--- src/rtl/fifo_reader_pkg.sv ---
// Shared types for the FIFO reader: buffer occupancy encoding and beat counter width.
// Latency: n/a (declarations only).
// Backpressure: n/a.
package fifo_reader_pkg;

    // Occupancy of the two-entry output buffer
    typedef enum logic [1:0] {
        ZERO = 2'd0,
        ONE  = 2'd1,
        TWO  = 2'd2
    } occ_e;

    // Width of the per-packet beat counter
    localparam int CNT_W = 8;

endpackage

--- src/rtl/fifo_reader_skid.sv ---
// Two-entry in-order buffer between a FWFT FIFO and a registered valid/ready stream.
// Latency: a pushed word is presented on head_o/vld_o one cycle after the push edge.
// Backpressure: holds head while accept_i=0; push is ignored when full (caller gates it).
module fifo_reader_skid
    import fifo_reader_pkg::*;
#(
    parameter int WIDTH = 4
) (
    input  logic             clk_i,
    input  logic             rst_i,
    input  logic             push_i,
    input  logic [WIDTH-1:0] push_dat_i,
    input  logic             accept_i,
    output logic [WIDTH-1:0] head_o,
    output logic             vld_o,
    output occ_e             state_o
);

    occ_e             state_q, state_d;
    logic [WIDTH-1:0] head_q, head_d;
    logic [WIDTH-1:0] tail_q, tail_d;

    // Next occupancy and entry contents; head is always the oldest word
    always_comb begin
        state_d = state_q;
        head_d  = head_q;
        tail_d  = tail_q;
        case (state_q)
            ZERO: begin
                if (push_i) begin
                    head_d  = push_dat_i;
                    state_d = ONE;
                end
            end
            ONE: begin
                if (push_i && accept_i) begin
                    head_d = push_dat_i;
                end else if (push_i) begin
                    tail_d  = push_dat_i;
                    state_d = TWO;
                end else if (accept_i) begin
                    state_d = ZERO;
                end
            end
            TWO: begin
                if (accept_i) begin
                    head_d  = tail_q;
                    state_d = ONE;
                end
            end
            default: begin
                state_d = ZERO;
            end
        endcase
    end

    // Buffer registers; reset discards anything held
    always_ff @(posedge clk_i) begin
        if (rst_i) begin
            state_q <= ZERO;
            head_q  <= '0;
            tail_q  <= '0;
        end else begin
            state_q <= state_d;
            head_q  <= head_d;
            tail_q  <= tail_d;
        end
    end

    assign head_o  = head_q;
    assign vld_o   = (state_q != ZERO);
    assign state_o = state_q;

endmodule

--- src/rtl/fifo_reader.sv ---
// Pops a FWFT FIFO into a registered valid/ready stream; optional packet framing (FIFO_RD_PKT_EN).
// Latency: one cycle from pop edge to dat_o/vld_o when the buffer is empty.
// Backpressure: pops stop once two words are buffered; buffered words drain even with en_i low.
module fifo_reader
    import fifo_reader_pkg::*;
#(
    parameter int WIDTH   = 4,
    parameter int PKT_LEN = 4
) (
    input  logic             rclk,
    input  logic             rst_i,
    input  logic             en_i,
    input  logic             empty,
    input  logic [WIDTH-1:0] dat_i,
    output logic             ren,
    output logic [WIDTH-1:0] dat_o,
    output logic             vld_o,
    input  logic             rdy_i,
    output logic             last_o
);

    occ_e occ;
    logic accept;

    // Reset is folded in so the FIFO never advances while we are discarding state
    assign ren    = en_i & ~empty & ~rst_i & (occ != TWO);
    assign accept = vld_o & rdy_i;

    fifo_reader_skid #(
        .WIDTH (WIDTH)
    ) u_skid (
        .clk_i      (rclk),
        .rst_i      (rst_i),
        .push_i     (ren),
        .push_dat_i (dat_i),
        .accept_i   (accept),
        .head_o     (dat_o),
        .vld_o      (vld_o),
        .state_o    (occ)
    );

`ifdef FIFO_RD_PKT_EN
    localparam logic [CNT_W-1:0] CNT_MAX = CNT_W'(PKT_LEN - 1);

    logic [CNT_W-1:0] cnt_q, cnt_d;

    // Beat position within the packet, advanced only on accepted beats
    always_comb begin
        cnt_d = cnt_q;
        if (accept) begin
            cnt_d = (cnt_q == CNT_MAX) ? '0 : cnt_q + CNT_W'(1);
        end
    end

    // Beat counter register
    always_ff @(posedge rclk) begin
        if (rst_i) begin
            cnt_q <= '0;
        end else begin
            cnt_q <= cnt_d;
        end
    end

    assign last_o = vld_o & (cnt_q == CNT_MAX);
`else
    logic pkt_len_unused;
    assign pkt_len_unused = (PKT_LEN > 0);
    assign last_o         = 1'b0;
`endif

endmodule
--- config.mk ---
export PLATFORM = sky130hd
export DESIGN_NAME = fifo_reader
export DESIGN_NICKNAME = d
export VERILOG_FILES = /design/src/rtl/fifo_reader_pkg.sv /design/src/rtl/fifo_reader_skid.sv /design/src/rtl/fifo_reader.sv
export SDC_FILE = /design/constraint.sdc
export NUM_CORES = 1
export LEC_CHECK = 0
export BUFFER_PORTS_ARGS = -buffer_cell sky130_fd_sc_hd__buf_2
export CAP_MARGIN = 20
export CORE_MARGIN = 5
export CORE_UTILIZATION = 35
export DETAILED_ROUTE_END_ITERATION = 12
export PLACE_DENSITY = 0.65
export SLEW_MARGIN = 15
export SYNTH_ARGS = -nofsm -noshare
export SYNTH_HDL_FRONTEND = slang
export SYNTH_SLANG_ARGS = --single-unit
--- constraint.sdc ---
create_clock -name rclk -period 3.6 [get_ports rclk]
set_input_delay 0.54 -clock rclk [delete_from_list [all_inputs] [get_ports rclk]]
set_output_delay 0.54 -clock rclk [all_outputs]
set_load 0.02 [all_outputs]
# --- After elaboration in Yosys (flattened, before gate mapping) ---
# Index checks and enable logic that the tools add are counted.
op_classes:
  div_mod_pow: 0
  add_sub_neg: 0
  mux: 10
  n_bitwise: 7
  eq_ne: 8
  multipliers: 0
  magnitude_cmp: 0
  shifts: 0
  reduce_logical: 7
ops:
  columns: ["cell", "count"]
  rows:
  - ["$mux W4", 3]
  - ["$pmux W4 S3", 1]
  - ["$mux W2", 5]
  - ["$reduce_and A4 Y1", 2]
  - ["$ne A2 B1 Y1 const B", 3]
  - ["$pmux W2 S3", 1]
  - ["$and A1 B1 Y1", 4]
  - ["$ne A2 B2 Y1 const B", 2]
  - ["$ne A3 B1 Y1 const B", 1]
  - ["$not A1 Y1", 3]
  - ["$reduce_and A3 Y1", 1]
  - ["$reduce_bool A3 Y1", 1]
  - ["$eq A2 B1 Y1 const B", 1]
  - ["$eq A2 B2 Y1 const B", 1]
  - ["$logic_not A2 Y1", 1]
  - ["$reduce_bool A2 Y1", 1]
  - ["$logic_and A1 B1 Y1", 1]
word_totals:
  register_bits: 10
  mem_bits_rw: 0
  mem_count: 0
  input_bits: 9
  wordCells: 35
  out_inout_bits: 7
  romBits: 0
  latchBits: 0

# --- Depth between registers and ports, before layout ---
depth:
  word_depth: 7
  depth_mapped: 5
  ltp_nobuf: 4

# --- Hierarchy ---
# From an unflattened synthesis, not the netlist that was laid out.
unflattened:
  hier_cells: 53
  area_unflattened_um2: 534.3
by_module_without_submodules:
  columns: ["mod", "instances", "area_each_um2", "seq_area_each_um2", "cells_per_inst"]
  rows:
  - ["fifo_reader_skid", 1, 488.0, 200.2, 48]
  - ["fifo_reader", 1, 46.3, 0.0, 5]

# --- Least setup slack after synthesis ---
# No wires, ideal clock.
synth_timing:
  path_kind: "in2out"
  from: "in empty"
  to: "out ren"
  path_buffers: 0
  arrival_ns: 1.213
  cell_stages: 2
  t_required_ns: 3.060
  slack_ns: 1.847
  path_cell_list: "or3b_4 > and2b_2"
synth_between:
  elab_chain_cells: 4
synth_lines:
  columns: ["element", "line", "rtl"]
  rows:
  - ["start, declared", "fifo_reader.sv:13", "input logic empty,"]
  - ["$not A1 Y1", "fifo_reader.sv:26", "assign ren = en_i & ~empty & ~rst_i & (occ != TWO);"]
  - ["$and A1 B1 Y1 (3 in a row)", "fifo_reader.sv:26", null]
  - ["end, declared", "fifo_reader.sv:15", "output logic ren,"]
# Every way passes these cells.

# --- Final worst setup path ---
layout_timing:
  from: "in rst_i"
  to: "out ren"
layout_between:
  elab_chain_cells: 3
layout_lines:
  columns: ["element", "line", "rtl"]
  rows:
  - ["start, declared", "fifo_reader.sv:11", "input logic rst_i,"]
  - ["$not A1 Y1", "fifo_reader.sv:26", null]
  - ["$and A1 B1 Y1 (2 in a row)", "fifo_reader.sv:26", null]
# Every way passes these cells.

==> results.sh <==
export IMPL_status="complete, no violations"
export IMPL_min_path_type="flip-flop to flip-flop"
export IMPL_power_total_uw=246
export IMPL_syn_inst=51
export IMPL_drc=0
export IMPL_period_share_pct=56.1
export IMPL_post_cts_buffers=0
export IMPL_cp_start_kind="input pin"
export IMPL_hpwl_um=695
export IMPL_setup_viol=0
export IMPL_slew_viol_final=0
export IMPL_crit_type="input pin to output pin"
export IMPL_grt_setup_unrepaired="false"
export IMPL_via_per_inst=4.71
export IMPL_yosys_warnings=0
export IMPL_ys_seq_area_share_pct=39.9
export IMPL_path_cells="buf_2, or3b_4, and2b_2, buf_2"
export IMPL_clockBufferDepth=2
export IMPL_start_util_pct=37.6
export IMPL_dr_pass1_iters=4
export IMPL_fillers=128
export IMPL_p_leak_uw=0.000316
export IMPL_worstHoldStart="u_skid.head_o[2]$_SDFFE_PP0P_"
export IMPL_n_antenna_cell=0
export IMPL_end_kind="output pin"
export IMPL_cts_root_buf="clkbuf_4"
export IMPL_synth_edf_count=0
export IMPL_cts_tree="done"
export IMPL_dp_cells=76
export IMPL_rr_worst_depth=4
export IMPL_areaGrowthSynthToFinish_pct=19.7
export IMPL_crit_path_max_fanout=11
export IMPL_setup_tns_ns=0
export IMPL_ant_nets=0
export IMPL_clk_latency_ns=0.26
export IMPL_rr_startpoint="u_skid.state_o[0]$_SDFFE_PP0P_"
export IMPL_setup_ws_ns=1.58
export IMPL_stdcell_count=80
export IMPL_row_count=13
export IMPL_p_per_area_nw_per_um2=410
export IMPL_wl_per_cell_um=10.9
export IMPL_antenna_found_initial=0
export IMPL_finalCriticalPeriod_ns=2.02
export IMPL_crit_end="ren"
export IMPL_cts_hold_buf=0
export IMPL_dieArea_um2=2290
export IMPL_yosys_top_cells_count="10 x dfxtp_1, 9 x mux2i_1, 9 x nor2_1"
export IMPL_cts_buffers=3
export IMPL_grt_pass1_vias=327
export IMPL_cp_common_cell="buf_2"
export IMPL_rrSetupSlack_ns=2.04
export IMPL_peakVddDrop_uv=317
export IMPL_slowest_stage="or3b_4"
export IMPL_gp_congestion=0.735
export IMPL_synth_cell_type_count=22
export IMPL_clock_fmax_mhz=495
export IMPL_die_h_um=47.9
export IMPL_cts_resized=0
export IMPL_grt_max_degree=12
export IMPL_hold_violations=0
export IMPL_io_pins=16
export IMPL_synth_area_um2=502
export IMPL_syn_nets=60
export IMPL_vias=377
export IMPL_synth_top_flop_cell="dfxtp_1"
export IMPL_cp_arrival_ns=1.48
export IMPL_layout_drive_gt1_share_pct=35.4
export IMPL_clock_skew_final_ns=0.00277
export IMPL_grt_overflow=0
export IMPL_yosysMostFrequentCell="dfxtp_1"
export IMPL_synth_top_area_share_pct=39.9
export IMPL_startpoint="rst_i"
export IMPL_crit_reg2reg_capture="u_skid.tail_q[3]$_SDFFE_PP0P_"
export IMPL_syn_avg_cell_area_um2=9.84
export IMPL_cap_viol_max_count=0
export IMPL_yosys_area_top_type="dfxtp_1"
export IMPL_synth_area_leaders="dfxtp_1 40%, mux2i_1 18%, nor2_1 6.7%"
export IMPL_grt_first_pass_wirelength_um=1370
export IMPL_fin_nets=75
export IMPL_cts_sinks=10
export IMPL_hold_slack_ns=0.496
export IMPL_cts_max_level=1
export IMPL_drtIter0Drc=3
export IMPL_cp_required_ns=3.06
export IMPL_track_usage_pct=8.77
export IMPL_ys_async_sr_fraction_pct=0
export IMPL_core_area_um2=1330
export IMPL_wl_um=874
export IMPL_clk_pin_slew_ns=0.06
export IMPL_fp_dieW_um=47.9
export IMPL_post_place_ws_ns=1.58
export IMPL_crit_path_max_incr_delay_ns=0.41
export IMPL_ys_seq_elements=10
export IMPL_io_buffers=14
[cell type report]
class	instances	area [µm²]	area share, %
repair buffers	14	70.1	11.7
multi-input cells	37	275	45.8
flip-flops and latches	10	200	33.3
well taps	15	18.8	3.13
clock buffers	4	36.3	6.04
[registers in the layout, indices dropped and copies added, names as in the netlist]
signal	flops
u_skid.head_o	4
u_skid.tail_q	4
u_skid.state_o	2
[layout by cell type, fill, tap and decap left out, types with 3 or more instances in the layout]
master / count
buf_2: 14
a211oi_1: 4
nor2_1: 9
dfxtp_1: 10
mux2i_1: 9
clkbuf_4: 3
[cells by family (layout without fill, tap and decap cells)]
family	Yosys count	after routing	share of synthesized area, %
other cells	1	1	0.747
buf+inv	4	18	5.24
simple gates	19	19	21.7
compound gates	8	8	14.5
mux	9	9	18.0
flops	10	10	39.9
[power by group]
part	switching (µW)	total, µW	leakage (µW)	internal (µW)
combinational	17.7	32.6	0.000214	14.8
clock	35.6	96.9	0.0000210	61.3
sequential	2.18	117	0.0000813	114
total	55.5	246	0.000316	191
[how the worst min path moves through the flow]
stage / to / slack (ns) / cells after the start
floorplan: u_skid.tail_q[0]$_SDFFE_PP0P_ / 0.46 / 2
global placement: u_skid.tail_q[1]$_SDFFE_PP0P_ / 0.48 / 2
detailed placement: u_skid.tail_q[2]$_SDFFE_PP0P_ / 0.49 / 2
CTS: u_skid.head_o[3]$_SDFFE_PP0P_ / 0.50 / 2
global route: u_skid.head_o[0]$_SDFFE_PP0P_ / 0.51 / 2
finish: u_skid.head_o[2]$_SDFFE_PP0P_ / 0.50 / 2
[metal layers]
layer / GRT usage [%] / share of wire, %
met5: 0 / 0
met3: 6.39 / 11
met1: 9.96 / 44
met2: 13.5 / 44
met4: 1.61 / 0.92
[through the flow]
stage          cell area, µm²  utilization (%)
2_1_floorplan             502                -
3_3_place_gp              564             42.3
3_5_place_dp              564             42.3
4_1_cts                   601             45.0
5_1_grt                   601             45.0
6_report                  601             45.0
[worst max-delay path: cells and delay by family]
kind / cells / cell delay, ns
AND/OR/NAND/NOR: 2 / 0.62
buffers and inverters: 2 / 0.32
No activity file was read; power rests on OpenSTA's default activity.
